<file path="config.mk">
export PLATFORM = sky130hd
export DESIGN_NAME = osc_startup_seq
export DESIGN_NICKNAME = d
export VERILOG_FILES = /design/src/rtl/osc_startup_seq.sv
export SDC_FILE = /design/constraint.sdc
export NUM_CORES = 1
export LEC_CHECK = 0
export BUFFER_PORTS_ARGS = -buffer_cell sky130_fd_sc_hd__buf_2
export CORE_MARGIN = 2
export CORE_UTILIZATION = 58
export DETAILED_ROUTE_END_ITERATION = 16
export HOLD_SLACK_MARGIN = 0.05
export PLACE_DENSITY_LB_ADDON = 0.25
export SLEW_MARGIN = 20
export SYNTH_ARGS = -nofsm -noshare
export SYNTH_HDL_FRONTEND = slang
export SYNTH_SLANG_ARGS = --single-unit
</file>
<file path="constraint.sdc">
create_clock -name clk -period 2.5 [get_ports clk]
set_input_delay 0.125 -clock clk [delete_from_list [all_inputs] [get_ports clk]]
set_output_delay 0.125 -clock clk [all_outputs]
set_load 0.05 [all_outputs]
</file>
<file path="src/rtl/osc_startup_seq.sv">
// Oscillator power-on / STOP-mode sequencer driving the clock generator's enable and reset controls.
// Optional `OSC_TEST_BYPASS_EN adds input test_1 to short-circuit the warm-up and reset-hold counts.
module osc_startup_seq #(
    parameter int unsigned CNT_W         = 16,
    parameter int unsigned STABLE_CYCLES = 16384,
    parameter int unsigned RESET_HOLD    = 8
) (
    input  logic       clk,
    input  logic       n_reset,
    input  logic       stop_req,
    input  logic       wake,
`ifdef OSC_TEST_BYPASS_EN
    input  logic       test_1,
`endif
    output logic       osc_ena,
    output logic       osc_stable,
    output logic       clk_ena,
    output logic       reset,
    output logic       n_test_reset,
    output logic [2:0] state
);

    localparam longint unsigned CNT_RANGE   = longint'(1) << CNT_W;
    localparam logic [CNT_W-1:0] STABLE_LAST = CNT_W'(STABLE_CYCLES - 1);
    localparam logic [CNT_W-1:0] HOLD_LAST   = CNT_W'(RESET_HOLD - 1);

    // Counts must fit the counter and be non-zero
    if (STABLE_CYCLES == 0 || longint'(STABLE_CYCLES) > CNT_RANGE) begin : g_bad_stable
        $error("osc_startup_seq: STABLE_CYCLES out of range");
    end
    if (RESET_HOLD == 0 || longint'(RESET_HOLD) > CNT_RANGE) begin : g_bad_hold
        $error("osc_startup_seq: RESET_HOLD out of range");
    end

    typedef enum logic [2:0] {
        ST_OFF    = 3'd0,
        ST_WARMUP = 3'd1,
        ST_HOLD   = 3'd2,
        ST_RUN    = 3'd3,
        ST_STOP   = 3'd4,
        ST_WAKE   = 3'd5
    } state_t;

    state_t           state_q, state_d;
    logic [CNT_W-1:0] cnt_q, cnt_d;
    logic             osc_ena_d, osc_stable_d, clk_ena_d, reset_d;
    logic             bypass_c;

`ifdef OSC_TEST_BYPASS_EN
    assign bypass_c = test_1;
`else
    assign bypass_c = 1'b0;
`endif

    // State, counter and all outputs registered together
    always_ff @(posedge clk or negedge n_reset) begin
        if (!n_reset) begin
            state_q      <= ST_OFF;
            cnt_q        <= '0;
            osc_ena      <= 1'b0;
            osc_stable   <= 1'b0;
            clk_ena      <= 1'b0;
            reset        <= 1'b1;
            n_test_reset <= 1'b0;
        end else begin
            state_q      <= state_d;
            cnt_q        <= cnt_d;
            osc_ena      <= osc_ena_d;
            osc_stable   <= osc_stable_d;
            clk_ena      <= clk_ena_d;
            reset        <= reset_d;
            n_test_reset <= ~reset_d;
        end
    end

    assign state = state_q;

    // Next-state and next-output logic
    always_comb begin
        state_d      = state_q;
        cnt_d        = cnt_q;
        osc_ena_d    = osc_ena;
        osc_stable_d = osc_stable;
        clk_ena_d    = clk_ena;
        reset_d      = reset;
        case (state_q)
            ST_OFF: begin
                state_d   = ST_WARMUP;
                osc_ena_d = 1'b1;
                cnt_d     = '0;
            end
            ST_WARMUP, ST_WAKE: begin
                if (cnt_q == STABLE_LAST || bypass_c) begin
                    state_d      = (state_q == ST_WARMUP) ? ST_HOLD : ST_RUN;
                    osc_stable_d = 1'b1;
                    clk_ena_d    = 1'b1;
                    cnt_d        = '0;
                end else begin
                    cnt_d = cnt_q + CNT_W'(1);
                end
            end
            ST_HOLD: begin
                if (cnt_q == HOLD_LAST || bypass_c) begin
                    state_d = ST_RUN;
                    reset_d = 1'b0;
                    cnt_d   = '0;
                end else begin
                    cnt_d = cnt_q + CNT_W'(1);
                end
            end
            ST_RUN: begin
                // wake overrides a simultaneous stop request
                if (stop_req && !wake) begin
                    state_d      = ST_STOP;
                    osc_ena_d    = 1'b0;
                    osc_stable_d = 1'b0;
                    clk_ena_d    = 1'b0;
                end
            end
            ST_STOP: begin
                if (wake) begin
                    state_d   = ST_WAKE;
                    osc_ena_d = 1'b1;
                    cnt_d     = '0;
                end
            end
            default: begin
                state_d      = ST_OFF;
                cnt_d        = '0;
                osc_ena_d    = 1'b0;
                osc_stable_d = 1'b0;
                clk_ena_d    = 1'b0;
                reset_d      = 1'b1;
            end
        endcase
    end

endmodule

</file>
* Word-level counts from Yosys, hierarchy flattened
Cells that the tools add are included.
Word-level totals: register bits 23, input port bits 4, output and inout port bits 8, word-level logic and storage cells 50
Operators by class: add/subtract/negate cells 1, equality and inequality tests 11, multiplexer cells 17, bitwise logic cells 4, reduce and logical (&&, ||, !) cells 11
Operators by type and width (number):
- one-hot mux 16 bit (4 select lines) | 1
- 2-to-1 mux 16 bit | 3
- adder 16 x 1 -> 16 bit, second input constant | 1
- == test 16 x 14 -> 1 bit, second input constant | 1
- == test 16 x 3 -> 1 bit, second input constant | 1
- one-hot mux 3 bit (5 select lines) | 1
- 2-to-1 mux 3 bit | 4
- inequality test 2 bit, second input constant | 4
- == test 3 x 2 -> 1 bit, second input constant | 2
- == test 3 bit, second input constant | 2
- AND reduction 3 bit | 2
- OR reduction 3 bit | 2
- 2-to-1 mux 1 bit | 5
- OR reduction 5 bit | 1
- inverter 1 bit | 4
- one-hot mux 1 bit (4 select lines) | 1
- AND reduction 4 bit | 1
- == test 3 x 1 -> 1 bit, second input constant | 1
- zero test 3 bit | 1
- one-hot mux 1 bit (3 select lines) | 1
- one-hot mux 1 bit (2 select lines) | 1
- AND reduction 2 bit | 1
- OR reduction 2 bit | 1
- logical AND 1 bit | 1
- zero test 1 bit | 1

* Logic depth before layout (Yosys ltp)
word-level depth 4, mapped depth 7, depth with buffers taken out 6

* Worst setup path after synthesis
No wires, ideal clock.
kind register to register, start register cnt_q[3], end register cnt_q[2], setup time 118 ps, data arrival time 1971 ps, required time 2382 ps, path slack 411 ps, cell stages (with the launch flop) 7, path buffers 1, clock period less this slack 2089 ps, cell sequence dfrtp_1 -> or4_4 -> o41ai_4 -> o21a_4 -> buf_6 -> o21ai_2 -> a21o_1
Between the ends: word-level cells in the longest chain between the ends 3, elaborated cells on any way between the ends 5, classes of those cells 2 x eq/ne; 3 x mux
Ends and longest elaborated chain:
- start: declaration | line 45 | logic [CNT_W-1:0] cnt_q, cnt_d;
- start signal: assignment | line 67 | cnt_q <= cnt_d;
- == test 16 x 3 -> 1 bit / == test 16 x 14 -> 1 bit (equally long branches) | line 103, 93
- 2-to-1 mux 16 bit (on tied branches) | line 103, 93
- one-hot mux 16 bit (4 select lines) * | line 86 | case (state_q)
Mark *: on every way between the ends. The rest lies on a longest branch, timed or not. A chain may end at the register's enable or synchronous reset.

* Final worst setup path
start register cnt_q[6], end register cnt_q[3]
The elaborated chain is that of the path after synthesis.

==> results.json <==
{
  "cp.required_ns": 2.73,
  "critPathTopFamily": "compound AO/OA/AOI/OAI gates",
  "rsz0062_at_grt": "no",
  "synth_fp_nets": 152,
  "crit_arrival_ns": 2.46,
  "holdCritPathClass": "in -> reg",
  "syn_inst": 147,
  "path_buf_inv": 0,
  "dr.pass1.iters": 4,
  "antenna_found_initial": 0,
  "cts_buffers": 3,
  "final_antenna_net_count": 0,
  "ys_seq_elements": 23,
  "wl_per_cell_microns": 15.6,
  "final_cells": 186,
  "ys_types": 43,
  "worstReg2RegEnd": "cnt_q[3]",
  "setup_violations": 0,
  "place_ws_ns": 0.307,
  "num_rows": 17,
  "netlist_area_sq_um": 1330,
  "slowest_delay_ns": 0.58,
  "drt_iter0_drc": 15,
  "min_to": "state[1]",
  "start_kind": "flop",
  "fmax_mhz": 447,
  "worstSkewPairLatency_ns": 0.33,
  "min_period_over_period_pct": 89.5,
  "fp.dieArea_sq_um": 2690,
  "clk_path_buf_depth": 2,
  "hold_violations": 0,
  "grt_max_degree": 24,
  "path_cells": "or4_1 > o41ai_4 > o21a_4 > o21ai_0 > a21o_1",
  "finClkSkew_ns": 0.0112,
  "rrSetupSlack_ns": 0.26,
  "path_clk_slew_ns": 0.14,
  "crit_start": "cnt_q[6]",
  "max_slew_margin_pct": 65.6,
  "wl_mm": 2.90,
  "gr-total-overflow": 0,
  "cts_tree": "yes",
  "yosys_warnings": 0,
  "diodes": 0,
  "core_sq_um": 2190,
  "irDropWorstVdd_v": 0.000378,
  "htree_levels": 1,
  "min_path_cells": 4,
  "route.detailed.drc": 0,
  "critical_path_class": "reg -> reg",
  "grt_pass1_wl_mm": 5.03,
  "place_congestion": 0.911,
  "placed_cells": 181,
  "worstMarginPinSlew_ns": 0.516,
  "min_from": "wake",
  "boundaryPins": 12,
  "fillCellCount": 179,
  "timing.rr.start": "cnt_q[6]",
  "power_density_nw_per_um2": 395,
  "cts_setup_buffers": 0,
  "grt.total_usage_pct": 25.5,
  "viasPerCell": 6.24,
  "period_minus_slack_ns": 2.24,
  "cts_resized": 0,
  "slew_viol_final": 0,
  "reg2reg_depth": 5,
  "critPathMaxFanout": 13,
  "initial_core_util_pct": 60.8,
  "drive_above_1_share_pct": 15.2,
  "final.setup.tns_ns": 0,
  "grt_pass1_vias": 1151,
  "root_buffer": "clkbuf_4",
  "p_leak_nw": 0.639,
  "max_cap_violations": 0,
  "die_height_microns": 51.9,
  "final_nets": 164,
  "ys_seq_area_share_pct": 43.3,
  "fp.dieW_microns": 51.9,
  "hold_buffers": 1,
  "cts_sinks": 23,
  "io_buffers": 11,
  "route.vias.total": 1160,
  "synth.avg_cell_area_sq_um": 9.06,
  "syn2layout_area_growth_pct": 7.80,
  "status": "finished, final reports clean",
  "crit_path_end_kind": "flop",
  "setup_ws_ns": 0.263,
  "hpwl_mm": 2.10,
  "crit_slowest_cell": "or4_1"
}
-- Yosys cell counts, drive strengths merged --
cell	number	share of area, %
dfrtp	22	41
o21ai	17	7.0
nand2	16	4.5
inv	8	2.3
nor2	8	2.3
a31oi	7	3.3
nand3	7	2.6
a21oi	6	2.3
nand4	5	2.3
a21o	4	2.3
clkbuf	4	1.1
nor3	4	1.5
buf	3	1.8
or4	3	2.0
xor2	3	2.0
a22oi	2	1.1
a32o	2	1.5
and3	2	0.94
nor2b	2	0.94
nor3b	2	1.1
or3	2	0.94
xnor2	2	1.3
a22o	1	0.66
a31o	1	0.66
and2	1	0.47
and3b	1	0.66
and4	1	0.66
dfstp	1	2.0
ha	1	0.94
nand3b	1	0.56
nand4bb	1	0.85
nor4	1	0.47
nor4b	1	0.66
o211a	1	0.75
o21a	1	1.1
o2bb2ai	1	0.66
o41ai	1	2.1
or2	1	0.47
-- kinds of logic (layout without fill, tap and decap cells) --
kind of cell	Yosys count	in the layout	share of synthesized area, %
compound gates	44	44	23.3
xor+xnor	5	5	3.29
fa+ha+maj	1	1	0.940
buf+inv	15	26	5.17
flops	23	23	43.3
simple gates	59	59	24.0
-- per-stage QoR --
| stage | cell area, sq um | hold slack [ns] | utilization (%) | power [mW] |
|---|---|---|---|---|
| after global routing | 1440 | 0.221 | 65.5 | 0.578 |
| after CTS | 1440 | 0.177 | 65.5 | 0.573 |
| after global placement | 1400 | 0.118 | 63.8 | 0.391 |
| final | 1440 | 0.180 | 65.5 | 0.566 |
| after floorplan | 1330 | -0.171 | - | 0.381 |
| after detailed placement | 1400 | 0.128 | 63.8 | 0.391 |
-- sequential cells by signal (all words and copies together), names as in the netlist --
signal	flops
reset	1
osc_ena	1
cnt_q	16
n_test_reset	1
state	3
clk_ena	1
-- worst max path at each step --
stage               depth (start not counted)         to  slack [ns]
finish                                      5   cnt_q[3]        0.26
global route                                5   cnt_q[3]        0.15
CTS                                         5   cnt_q[3]        0.29
detailed placement                          5  cnt_q[12]        0.31
global placement                            5   cnt_q[8]        0.34
floorplan                                   6   cnt_q[2]        0.41
-- worst reg2reg max path, cell delays in order (launching register included) --
cell and delay [ns]:
dfrtp_1 0.47, or4_1 0.58, o41ai_4 0.50, o21a_4 0.29, o21ai_0 0.11, a21o_1 0.18
-- cells in the final DEF, fill, tap and decap left out, drive strengths merged, types with 2 or more instances in the layout --
cell type  count
dfrtp         22
o21ai         17
nand2         16
buf           13
inv            8
nor2           8
nand3          7
a31oi          7
a21oi          6
nand4          5
nor3           4
a21o           4
xor2           3
clkbuf         3
or4            3
or3            2
nor3b          2
a22oi          2
nor2b          2
and3           2
xnor2          2
a32o           2
-- routing by layer --
| layer | GRT usage [%] | wire, microns | up-vias |
|---|---|---|---|
| met5 | 0 | 0 | - |
| met4 | 15.4 | 85 | 0 |
| met3 | 2.87 | 106 | 11 |
| met2 | 45.4 | 1450 | 36 |
| met1 | 28.9 | 1260 | 556 |
| li1 | - | - | 557 |
-- power breakdown --
| group | internal [mW] | total [mW] | leakage, nW | switching [mW] |
|---|---|---|---|---|
| combinational | 0.00364 | 0.0125 | 0.335 | 0.00889 |
| clock | 0.0601 | 0.182 | 0.0177 | 0.121 |
| sequential | 0.372 | 0.372 | 0.287 | 0 |
| total | 0.436 | 0.566 | 0.639 | 0.130 |
-- final cells by class --
type	instances	area (sq um)	area share (%)
clock buffers	3	22.5	1.57
well taps	28	35.0	2.44
clock inverters	1	5.00	0.349
multi-input cells	109	686	47.8
flip-flops and latches	23	577	40.2
inverters	8	30.0	2.09
repair buffers	14	80.1	5.58
Note: power is estimated with default switching activity, not from simulation.
